**config.mk**
```make
export PLATFORM = sky130hd
export DESIGN_NAME = router_ingress_buffer
export DESIGN_NICKNAME = d
export VERILOG_FILES = /design/src/rtl/router_ingress_buffer.sv
export SDC_FILE = /design/constraint.sdc
export NUM_CORES = 1
export LEC_CHECK = 0
export BUFFER_PORTS_ARGS = -buffer_cell sky130_fd_sc_hd__buf_2
export CAP_MARGIN = 30
export CORE_MARGIN = 2
export CORE_UTILIZATION = 45
export DETAILED_ROUTE_END_ITERATION = 10
export SYNTH_ARGS = -nofsm -noshare
export SYNTH_HDL_FRONTEND = slang
export SYNTH_SLANG_ARGS = --single-unit
```
**constraint.sdc**
```tcl
create_clock -name clk -period 9.67 [get_ports clk]
set_clock_uncertainty 0.05 [all_clocks]
set_input_delay 0.4835 -clock clk [delete_from_list [all_inputs] [get_ports clk]]
set_output_delay 0.4835 -clock clk [all_outputs]
set_load 0.01 [all_outputs]
```
**src/rtl/router_ingress_buffer.sv**
```systemverilog
// router_ingress_buffer: per-port ingress FIFO that decodes and holds the XY route of each packet
//
// Ports:
//   clk, rst             clock (rising edge), asynchronous active-high reset
//   s_tdata/s_tvalid/    upstream AXI-Stream slave; s_tready is low while full or in reset
//   s_tready/s_tlast
//   m_tdata/m_tvalid/    downstream AXI-Stream master towards the XY routing stage
//   m_tready/m_tlast
//   target_x/target_y    destination of the packet being forwarded, held for the whole packet
//   fifo_count           beats currently stored
//   busy                 high while a packet is being forwarded
module router_ingress_buffer #(
    parameter int DATA_WIDTH    = 32,
    parameter int FIFO_DEPTH    = 8,
    parameter int MAX_ROUTERS_X = 4,
    parameter int MAX_ROUTERS_Y = 4,
    localparam int X_W          = $clog2(MAX_ROUTERS_X),
    localparam int Y_W          = $clog2(MAX_ROUTERS_Y),
    localparam int CNT_W        = $clog2(FIFO_DEPTH) + 1
) (
    input  logic                  clk,
    input  logic                  rst,
    input  logic [DATA_WIDTH-1:0] s_tdata,
    input  logic                  s_tvalid,
    output logic                  s_tready,
    input  logic                  s_tlast,
    output logic [DATA_WIDTH-1:0] m_tdata,
    output logic                  m_tvalid,
    input  logic                  m_tready,
    output logic                  m_tlast,
    output logic [X_W-1:0]        target_x,
    output logic [Y_W-1:0]        target_y,
    output logic [CNT_W-1:0]      fifo_count,
    output logic                  busy
);
    localparam int AW = $clog2(FIFO_DEPTH);

    typedef enum logic {IDLE, FWD} state_t;

    state_t              r_state;
    logic [DATA_WIDTH:0] r_mem [FIFO_DEPTH];
    logic [AW-1:0]       r_wr;
    logic [AW-1:0]       r_rd;
    logic [CNT_W-1:0]    r_count;
    logic [X_W-1:0]      r_tx;
    logic [Y_W-1:0]      r_ty;
    logic [DATA_WIDTH:0] w_head;
    logic                w_empty;
    logic                w_full;
    logic                w_push;
    logic                w_pop;

    assign w_head     = r_mem[r_rd];
    assign w_empty    = r_count == '0;
    // Full is taken from the registered count only, so a same-cycle pop never opens a slot early.
    assign w_full     = r_count == CNT_W'(FIFO_DEPTH);
    assign s_tready   = !rst && !w_full;
    assign m_tvalid   = (r_state == FWD) && !w_empty;
    assign w_push     = s_tvalid && s_tready;
    assign w_pop      = m_tvalid && m_tready;
    assign m_tdata    = w_head[DATA_WIDTH-1:0];
    assign m_tlast    = w_head[DATA_WIDTH];
    assign target_x   = r_tx;
    assign target_y   = r_ty;
    assign fifo_count = r_count;
    assign busy       = r_state == FWD;

    always_ff @(posedge clk) begin
        if (w_push) r_mem[r_wr] <= {s_tlast, s_tdata};
    end

    always_ff @(posedge clk or posedge rst) begin
        if (rst) begin
            r_wr    <= '0;
            r_rd    <= '0;
            r_count <= '0;
        end else begin
            if (w_push) r_wr <= r_wr + AW'(1);
            if (w_pop) r_rd <= r_rd + AW'(1);
            r_count <= r_count + CNT_W'(w_push) - CNT_W'(w_pop);
        end
    end

    // The route is captured only in IDLE from the header at the head, so it cannot move mid-packet.
    always_ff @(posedge clk or posedge rst) begin
        if (rst) begin
            r_state <= IDLE;
            r_tx    <= '0;
            r_ty    <= '0;
        end else if (r_state == IDLE) begin
            if (!w_empty) begin
                r_tx    <= w_head[X_W-1:0];
                r_ty    <= w_head[X_W+Y_W-1:X_W];
                r_state <= FWD;
            end
        end else if (w_pop && m_tlast) begin
            r_state <= IDLE;
        end
    end
endmodule

```
==> key figures <==
Run status
  • Outcome: completed

Logic synthesis
  • Top flip-flop cell by instance count after synthesis: edfxtp_1
  • Sequential share of the synthesized area: 76.8%
  • Warning count from the yosys run: 0
  • Synth async-reset ratio: 5.38%
  • Unique masters post-synth: 39
  • Synthesis-stage register bit count: 279
  • Synth Net Count: 527
  • EDFF count, synth: 264
  • Synthesized instance count: 481
  • Post-synthesis average cell area: 22.5 um2
  • Cell area after synthesis: 10800 um2

Floorplanning
  • Chip height: around 160 um
  • Total die area: roughly 25000 um2
  • Ports placed on the boundary: 81
  • # rows: 56
  • Standard cell core area: 23500 um2
  • Overall die width: 159 um
  • Initial Utilization: 45.9%

Setup path
  • Data arrival, critical path: 3070 ps
  • Endpoint of the most critical setup path: m_tdata[21]
  • Worst-case reg-to-reg path depth: 6
  • First element of the critical path: r_rd[0]$_DFFE_PP0P_
  • Critical path's largest stage delay: 680 ps
  • Slack of the worst reg-to-reg path: 6920 ps
  • Launch instance of the worst register-to-register path: fifo_count[2]$_DFF_PP0_
  • Type of the worst setup path: reg -> out
  • Type of destination of the critical path: output pin
  • Critical path cell sequence: buf_4, buf_16, mux4_2, mux2_2, buf_2
  • Data required time at the worst endpoint: 9140 ps
  • Critical Path Source Type: flop
  • Worst flop-to-flop path endpoint: r_mem[0][4]$_DFFE_PP_
  • Worst-path cell with the longest stage delay: dfrtp_4
  • Peak fanout along the critical path: 31

Cells and area
  • Area growth from synthesis to layout: 15.7%
  • Final layout net count: 632
  • Layout cell share with drive strength beyond 1: 37.6%
  • Leading cell type in the layout, fill and taps excluded: edfxtp_1
  • Commonest cells after routing, fill and taps aside: edfxtp_1 (264), buf_2 (80), mux4_2 (54)
  • Diodes inserted: 0
  • Total non-filler cell area in the finished layout: 12500 um2

Drt
  • Starting DRC count in detailed routing: ~300
  • Number of vias per cell: between 5 and 6
  • Detail-routed net length per standard cell: 22.0 um
  • Post-route DRC violation count: 0
  • DR vias: 4883
  • Remaining antenna violation count: 0
  • Length of the first detailed-routing pass in iterations: 4
  • DRT Wirelength: between 20000 and 25000 um

STA
  • Tcrit/Tclk final: approximately 37%
  • Final Hold Vio Count: 0
  • Setup tns final: 0 ps
  • Least-Margin Pin Slew: 820 ps
  • Count of final setup violators: 0
  • RSZ-0062 raised after global routing: false
  • Final critical-path required period: 3600 ps
  • Maximum clock frequency: ~0.28 GHz
  • Final hold slack: 2.54 ps
  • Worst path setup slack after routing: between 6000 and 7000 ps
  • Worst max-slew margin expressed relative to the limit: 44.9%
  • Max Transition Viols Final: 0

GRT
  • Antenna violations before repair: 2
  • Vias in the first global route: between 5k and 6k
  • Maximum number of pins on one net before global-route repair: 47
  • Total global-route track usage: 16.5%
  • Grt total ovfl: 0
  • Top Usage Layer GRT: met2
  • Met2 usage in global routing: 27.1%
  • Grt met1 use: 23.1%
  • Met3 capacity usage during global routing: between 3 and 4%
  • Global-route wire length before repair: 31900 um

Clock tree
  • Post-CTS Resized: 0
  • Number of H-tree branching levels: 1
  • Maximum root-to-sink buffer count: 3
  • Worst skew pair latency: 530 ps
  • Number of clock sinks seen by CTS: about 280
  • Clock transition at the registers of the reported paths: 60 ps
  • Clk root buf: clkbuf_16
  • Clock tree from TritonCTS: done
  • Total clock buffers created by CTS: 29
  • Number of buffers added to fix hold violations after cts: 0
  • Buffer count from post-CTS setup fixing: 0

Pwr
  • Power density over the cells: 288 nW/um2
  • Static Leakage: 4.21 nW
  • Largest voltage drop on the vdd net: 0.173 mV

Placed design
  • Post-place instance area: 11600 um2
  • Setup Slack @ Placement: between 6000 and 7000 ps
  • Count of input and output buffers: 80
  • Final weighted congestion of routability-driven global placement: 0.690
  • HPWL after DPL: 11400 um

Flow run
  • Max cap viols: 0

Worst hold path
  • Hold Path Class: in -> async
==> Yosys cell counts (3+ instances only) <==
cell | count | area [um2]
a22o_1 | 4 | 35.0
buf_2 | 6 | 30.0
buf_6 | 3 | 33.8
clkbuf_1 | 8 | 30.0
dfrtp_1 | 15 | 375
edfxtp_1 | 264 | 7930
ha_1 | 8 | 100
inv_1 | 9 | 33.8
mux2_1 | 6 | 67.6
mux2_2 | 25 | 282
mux2_4 | 9 | 135
mux2i_1 | 10 | 100
mux4_2 | 54 | 1220
nand2_1 | 4 | 15.0
nand2b_1 | 3 | 18.8
nor2_1 | 10 | 37.5
nor3_1 | 4 | 20.0
o21ai_0 | 4 | 20.0
o22ai_1 | 4 | 25.0
o31ai_1 | 4 | 30.0
xnor2_1 | 3 | 26.3
xor2_1 | 3 | 26.3
==> per-layer routing <==
metal | wire (um) | vias up | share of wire, %
li1 | - | 2202 | -
met1 | 9130 | 2557 | 45
met2 | 9890 | 100 | 49
met3 | 1080 | 22 | 5.3
met4 | 274 | 2 | 1.3
met5 | 13 | - | 0.064
==> flip-flops by register name, summed over array words and instances (netlist names) <==
signal / count
r_mem: 264
target_x: 2
busy: 1
r_wr: 3
r_rd: 3
target_y: 2
fifo_count: 4
==> per-stage QoR <==
step	util (%)	cells	power, mW
after CTS	53.1	925	3.66
after floorplan	-	481	2.31
after detailed placement	49.5	874	2.65
after global routing	53.1	925	3.79
after global placement	49.4	873	2.62
final	53.1	925	3.60
==> where the power goes <==
part | internal [mW] | leakage [nW] | switching (mW)
logic | 0.539 | 1.25 | 0.534
clock network | 0.585 | 0.406 | 0.415
registers | 1.45 | 2.56 | 0.0843
total | 2.57 | 4.21 | 1.03
==> kinds of logic (layout without fill, tap and decap cells) <==
logic type / after synthesis / in the layout / share of synthesized area [%]
xor gates and xnor gates: 6 / 6 / 0.486
and+or+nand+nor: 32 / 32 / 1.55
buffers and inverters: 28 / 153 / 1.51
DFF: 279 / 279 / 76.8
muxes: 106 / 106 / 17.1
AOI/OAI and AO/OA: 21 / 21 / 1.37
adders and majority gates: 9 / 9 / 1.11
==> final cells by class <==
class | count | area, um2
fill | 1878 | 11000
sequential | 279 | 8310
clock buffer | 44 | 792
inverter | 9 | 33.8
clock inverter | 7 | 57.6
tap | 319 | 399
multi-input combinational | 174 | 2390
timing repair buffer | 93 | 518
==> worst max-delay path: cells and delay by family (launching register included) <==
family                 cells  cell delay (ps)
DFF                        1              680
muxes                      2              840
buffers and inverters      3             1000
==> worst min-delay path by stage <==
| stage | to | slack [ps] | depth (start not counted) |
|---|---|---|---|
| after floorplan | busy$_DFF_PP0_ | 340 | 1 |
| after global placement | target_y[0]$_DFFE_PP0P_ | 450 | 2 |
| after detailed placement | target_x[0]$_DFFE_PP0P_ | 450 | 2 |
| after CTS | fifo_count[1]$_DFF_PP0_ | 7 | 2 |
| after global routing | fifo_count[1]$_DFF_PP0_ | 50 | 2 |
| final | fifo_count[1]$_DFF_PP0_ | 3 | 2 |
No activity file was read; power rests on OpenSTA's default activity.
